===== config.mk =====
export PLATFORM = sky130hd
export DESIGN_NAME = montgomery_to_mont
export DESIGN_NICKNAME = d
export VERILOG_FILES = /design/src/rtl/multiplier_pkg.sv /design/src/rtl/params_pkg.sv /design/src/rtl/mod_double_step.sv /design/src/rtl/montgomery_to_mont.sv
export SDC_FILE = /design/constraint.sdc
export NUM_CORES = 1
export LEC_CHECK = 0
export CAP_MARGIN = 20
export CELL_PAD_IN_SITES_DETAIL_PLACEMENT = 1
export CELL_PAD_IN_SITES_GLOBAL_PLACEMENT = 2
export CORE_ASPECT_RATIO = 1.1
export CORE_MARGIN = 2
export CORE_UTILIZATION = 34
export DETAILED_ROUTE_END_ITERATION = 12
export PLACE_DENSITY_LB_ADDON = 0.1
export SYNTH_ARGS = -nofsm -noshare
export SYNTH_HDL_FRONTEND = slang
export SYNTH_SLANG_ARGS = --single-unit

===== constraint.sdc =====
create_clock -name CLK_pci_sys_clk_p -period 18.7 [get_ports CLK_pci_sys_clk_p]
set_input_delay 4.675 -clock CLK_pci_sys_clk_p [delete_from_list [all_inputs] [get_ports CLK_pci_sys_clk_p]]
set_output_delay 4.675 -clock CLK_pci_sys_clk_p [all_outputs]
set_load 0.005 [all_outputs]

===== src/rtl/multiplier_pkg.sv =====
// State encoding shared by the Montgomery conversion and multiplier stages.
package multiplier_pkg;
    typedef enum logic [1:0] {
        TM_IDLE  = 2'd0,
        TM_SHIFT = 2'd1,
        TM_DONE  = 2'd2
    } tomont_state_e;
endpackage


===== src/rtl/params_pkg.sv =====
// Shared modulus constants for the Montgomery datapath (Dilithium q by default).
package params_pkg;
    localparam int DATA_LENGTH = 64;
    localparam logic [DATA_LENGTH-1:0] MODULUS = 64'h0000_0000_007F_E001;
    localparam int MODULUS_LENGTH = 23;
endpackage


===== src/rtl/mod_double_step.sv =====
// Combinational modular doubling: dbl = (2*acc) mod m, valid for acc < m.
module mod_double_step #(
    parameter int DATA_LENGTH = params_pkg::DATA_LENGTH
) (
    input  logic [DATA_LENGTH-1:0] acc,
    input  logic [DATA_LENGTH-1:0] m,
    output logic [DATA_LENGTH-1:0] dbl
);
    logic [DATA_LENGTH:0]   t;
    logic [DATA_LENGTH-1:0] t_low;
    logic                   ge;

    // Compare at full width; the subtract can wrap at DATA_LENGTH bits since the result is < m.
    always_comb begin
        t     = {acc, 1'b0};
        t_low = {acc[DATA_LENGTH-2:0], 1'b0};
        ge    = (t >= {1'b0, m});
        dbl   = ge ? (t_low - m) : t_low;
    end
endmodule


===== src/rtl/montgomery_to_mont.sv =====
// Serial conversion y -> y*2^m_bl mod m, one modular doubling per clock.
// Optional input range checking with error_o is enabled by defining TOMONT_RANGE_CHK_EN.
module montgomery_to_mont
    import multiplier_pkg::*;
#(
    parameter int DATA_LENGTH = params_pkg::DATA_LENGTH
) (
    input  logic                   CLK_pci_sys_clk_p,
    input  logic                   rst_i,
    input  logic                   start_i,
    input  logic [DATA_LENGTH-1:0] y_i,
    input  logic [DATA_LENGTH-1:0] m_i,
    input  logic [DATA_LENGTH-1:0] m_bl_i,
    output logic                   busy_o,
    output logic [DATA_LENGTH-1:0] result_o,
    output logic                   valid_o
`ifdef TOMONT_RANGE_CHK_EN
    ,
    output logic                   error_o
`endif
);
    localparam int CNT_W = $clog2(DATA_LENGTH + 1);

    tomont_state_e          state_reg, state_next;
    logic [DATA_LENGTH-1:0] acc_reg, acc_next;
    logic [DATA_LENGTH-1:0] m_reg, m_next;
    logic [DATA_LENGTH-1:0] result_reg;
    logic [DATA_LENGTH-1:0] dbl;
    logic [CNT_W-1:0]       cnt_reg, cnt_next;
    logic                   start_err;

    mod_double_step #(.DATA_LENGTH(DATA_LENGTH)) u_double (
        .acc (acc_reg),
        .m   (m_reg),
        .dbl (dbl)
    );

`ifdef TOMONT_RANGE_CHK_EN
    logic error_reg;
    assign start_err = (y_i >= m_i) || !m_i[0] || (m_bl_i > DATA_LENGTH'(DATA_LENGTH));
`else
    assign start_err = 1'b0;
`endif

    always_ff @(posedge CLK_pci_sys_clk_p or posedge rst_i) begin
        if (rst_i) begin
            state_reg <= TM_IDLE;
        end else begin
            state_reg <= state_next;
        end
    end

    always_comb begin
        state_next = state_reg;
        case (state_reg)
            TM_IDLE: begin
                if (start_i) begin
                    state_next = (start_err || (m_bl_i == '0)) ? TM_DONE : TM_SHIFT;
                end
            end
            TM_SHIFT: begin
                if (cnt_reg == CNT_W'(1)) begin
                    state_next = TM_DONE;
                end
            end
            TM_DONE: state_next = TM_IDLE;
            default: state_next = TM_IDLE;
        endcase
    end

    always_comb begin
        acc_next = acc_reg;
        m_next   = m_reg;
        cnt_next = cnt_reg;
        case (state_reg)
            TM_IDLE: begin
                if (start_i) begin
                    acc_next = start_err ? '0 : y_i;
                    m_next   = m_i;
                    cnt_next = m_bl_i[CNT_W-1:0];
                end
            end
            TM_SHIFT: begin
                acc_next = dbl;
                cnt_next = cnt_reg - CNT_W'(1);
            end
            default: ;
        endcase
    end

    // The result is loaded on the edge entering DONE so it is valid together with valid_o.
    always_ff @(posedge CLK_pci_sys_clk_p or posedge rst_i) begin
        if (rst_i) begin
            acc_reg    <= '0;
            m_reg      <= '0;
            cnt_reg    <= '0;
            result_reg <= '0;
        end else begin
            acc_reg <= acc_next;
            m_reg   <= m_next;
            cnt_reg <= cnt_next;
            if (state_next == TM_DONE) begin
                result_reg <= acc_next;
            end
        end
    end

`ifdef TOMONT_RANGE_CHK_EN
    // Errors only arise at start, so a DONE entered from SHIFT always clears the flag.
    always_ff @(posedge CLK_pci_sys_clk_p or posedge rst_i) begin
        if (rst_i) begin
            error_reg <= 1'b0;
        end else if (state_next == TM_DONE) begin
            error_reg <= (state_reg == TM_IDLE) && start_err;
        end
    end
`endif

    always_comb begin
        busy_o   = (state_reg != TM_IDLE);
        valid_o  = (state_reg == TM_DONE);
        result_o = result_reg;
`ifdef TOMONT_RANGE_CHK_EN
        error_o  = error_reg;
`endif
    end
endmodule

==> impl_metrics.env <==
export IMPL_power_switching_mw=2.01
export IMPL_syn_to_final_growth_pct=27.8
export IMPL_fmax_ghz=0.120
export IMPL_yosys_warnings=0
export IMPL_cts_root_buf="clkbuf_16"
export IMPL_tightest_slew_ns=0.886
export IMPL_synth_area_mm2=0.0133
export IMPL_startpoint="start_i"
export IMPL_wirelength_um=48600
export IMPL_status="complete, no violations"
export IMPL_io_pins=261
export IMPL_place_hpwl_um=35900
export IMPL_fin_setup_tns_ns=0
export IMPL_critical_path_class="in -> reg"
export IMPL_grt_usage_pct=24.2
export IMPL_chipHeight_um=211
export IMPL_sequentialPowerShare_pct=20.0
export IMPL_ys_flop_type="dfrtp_1"
export IMPL_synth_area_per_cell_um2=8.49
export IMPL_multiInputGateArea_mm2=0.00745
export IMPL_synth_cell_types=81
export IMPL_clockPowerShare_pct=11.7
export IMPL_finClkSkew_ns=0.0137
export IMPL_vias_per_cell=5.49
export IMPL_maxSlewViolCount=0
export IMPL_grt_pass1_wl_um=76800
export IMPL_rows=75
export IMPL_cts_resized=0
export IMPL_core_area_mm2=0.0383
export IMPL_synthCells=1564
export IMPL_yosys_area_share_adder_pct=6.37
export IMPL_rsz0062_at_grt="false"
export IMPL_routabilityCongestion=0.866
export IMPL_required_ns=19.07
export IMPL_synthMuxAreaShare_pct=4.41
export IMPL_cts_inserted_buffers=23
export IMPL_period_minus_slack_ns=8.33
export IMPL_cp_data_arrival_time_ns=8.70
export IMPL_clk_path_buf_depth=3
export IMPL_insertion_delay_ns=0.53
export IMPL_cap_violations=0
export IMPL_slew_headroom_pct=40.9
export IMPL_ys_seq_area_share_pct=37.9
export IMPL_cts_tree="yes"
export IMPL_peakVddDrop_uv=131
export IMPL_yosysTopAreaCell="dfrtp_1"
export IMPL_switching_share_pct=49.9
export IMPL_ys_async_sr_fraction_pct=100
export IMPL_wl_per_cell_um=21.3
export IMPL_synth_edf_count=0
export IMPL_cellLeakagePower_nw=6.97
export IMPL_synth_ff_latch_count=201
export IMPL_initial_utilization_pct=34.7
export IMPL_die_area_mm2=0.0406
export IMPL_finalHoldViolations=0
export IMPL_fillers=4538
export IMPL_fin_crit_sh_pct=44.6
export IMPL_hold_class="reg -> reg"
export IMPL_setup_viol_count_final=0
export IMPL_final_util_pct=44.3
export IMPL_cts_setup_buffers=0
export IMPL_antenna_found_initial=3
export IMPL_drive_gt1_share_pct=6.60
export IMPL_synth_top_family_by_area="compound AO/OA/AOI/OAI gates"
export IMPL_synth_simple_gate_area_share_pct=16.4
export IMPL_vias=12500
export IMPL_synth_xor_xnor_area_share_pct=3.50
export IMPL_drc_errors=0
export IMPL_first_pass_iters=4
export IMPL_postCtsHoldBufs=0
export IMPL_p_int_mw=2.02
export IMPL_overflow=0
export IMPL_regArea_mm2=0.00503
export IMPL_cts_sinks=201
export IMPL_clkTransAtPathRegs_ns=0.06
export IMPL_synth_compound_area_share_pct=25.2
export IMPL_grt_pass1_vias=13500
export IMPL_min_from="result_o[33]"
export IMPL_grt_max_degree=175
export IMPL_power_frac_comb_pct=68.3
export IMPL_htreeDepth=1
export IMPL_crit_fanout=49
export IMPL_syn_num_nets=1826
export IMPL_port_buffers=260
export IMPL_first_iter_violations=609
export IMPL_end_kind="register"
export IMPL_die_width_um=192
export IMPL_pwr_density_cell_mw_per_mm2=237
export IMPL_ys_top_cells_by_area="dfrtp_1 (38%), ha_1 (6.2%), a21oi_1 (5.1%)"
export IMPL_postRouteAntennaNets=0
export IMPL_netlist_area_leader_share_pct=37.9
export IMPL_final_nets=2022
export IMPL_reg2reg_from="state_reg[0]"
export IMPL_cp_start_kind="primary input"
per-layer routing:
layer  global-route usage, %  routed length (um)  up-vias  share of wire (%)
met5                       0                   0        -                  0
met3                    2.86                1810       58                3.7
met1                    31.9               21800     6182                 45
met2                    41.8               23900      238                 49
met4                    6.84                1080        0                2.2
li1                        -                   -     6030                  -
cells in the mapped netlist (16+ instances only):
cell type and instances:
dfrtp_1 201, nand2_1 162, a21oi_1 135, o21ai_0 133, inv_1 100, nand3_1 82
nor2_1 77, clkbuf_1 66, ha_1 66, a22oi_1 39, a31oi_1 35, xnor2_1 34
a21o_1 33, mux2_2 32, o22ai_1 31, nand4_1 25, nor2b_1 22, mux2i_1 21
nor4_1 21, o21bai_1 19, xor2_1 19, nor3_1 17, buf_2 16, o21ai_1 16
final timing paths:
kind | end | slack (ns) | depth (start not counted)
max | result_o[43] | 10.37 | 11
min | result_o[33] | 0.49 | 1
max reg2reg | result_o[43] | 13.81 | 10
min reg2reg | result_o[33] | 0.49 | 1
max in group asynchronous | result_o[39] | 12.76 | 3
min in group asynchronous | m_reg[10] | 4.63 | 2
cell type report:
cell class,instances,area share [%]
Sequential cell,201,29.6
Inverter,101,2.29
Clock inverter,9,0.774
Tap cell,500,3.69
Antenna cell,4,0.0590
Clock buffer,30,3.72
Multi-Input combinational cell,1161,43.9
Timing Repair Buffer,272,15.9
cells in the final DEF (no fill, tap or decap), types with 6 or more instances in the layout:
| cell | count |
|---|---|
| xnor2_1 | 34 |
| nor4_1 | 21 |
| mux2i_1 | 21 |
| dfrtp_1 | 201 |
| nor2b_1 | 21 |
| nor2_1 | 75 |
| o21ai_0 | 133 |
| nand3_1 | 82 |
| clkdlybuf4s50_1 | 260 |
| a31oi_1 | 35 |
| clkbuf_16 | 23 |
| o21bai_1 | 19 |
| nand2_1 | 162 |
| nand4_1 | 25 |
| mux2_2 | 32 |
| buf_4 | 11 |
| a21oi_1 | 135 |
| a22oi_1 | 39 |
| or3_1 | 8 |
| a211oi_1 | 10 |
| nor3_1 | 17 |
| ha_1 | 66 |
| o21a_1 | 9 |
| o31ai_1 | 8 |
| o21ai_1 | 16 |
| a21o_1 | 33 |
| and3_1 | 6 |
| xor2_1 | 19 |
| o22ai_1 | 31 |
| inv_1 | 99 |
| nand2b_1 | 8 |
logic make-up (layout without fill, tap and decap cells):
logic type	count (synthesis)	after routing
AO/OA/AOI/OAI	531	531
XOR/XNOR	53	53
adder cells (fa/ha/maj)	67	67
buffers and inverters	202	412
flip-flops	201	201
multiplexers	54	54
other	0	4
AND/OR/NAND/NOR	456	456
worst max-delay path, cell delays in order:
cell,delay (ns)
clkdlybuf4s50_1,0.40
buf_4,0.22
nand2b_1,0.53
nor2_4,0.07
nand2_1,0.08
buf_4,0.35
and2_1,0.62
clkinv_2,0.80
buf_4,0.57
o22ai_1,0.25
a31oi_1,0.07
power by group through the flow:
| stage | sequential, mW | combinational, mW | clock (mW) |
|---|---|---|---|
| 2_1_floorplan | 0.768 | 1.96 | 0 |
| 4_1_cts | 0.807 | 2.77 | 0.482 |
| 3_5_place_dp | 0.811 | 2.74 | 0 |
| 5_1_grt | 0.832 | 3.06 | 0.497 |
| 3_3_place_gp | 0.808 | 2.70 | 0 |
| 6_report | 0.806 | 2.75 | 0.469 |
stage by stage:
stage | std cells | hold slack, ns | instance area, um2 | power [mW] | worst slack, ns
2_1_floorplan | 1564 | 0.474 | 13300 | 2.72 | 8.54
3_3_place_gp | 2235 | 0.464 | 16200 | 3.51 | 9.87
3_5_place_dp | 2235 | 0.469 | 16200 | 3.55 | 9.80
4_1_cts | 2274 | 0.492 | 17000 | 4.05 | 10.35
5_1_grt | 2277 | 0.512 | 17000 | 4.39 | 10.03
6_report | 2278 | 0.489 | 17000 | 4.02 | 10.37
Note: power is estimated with default switching activity, not from simulation.
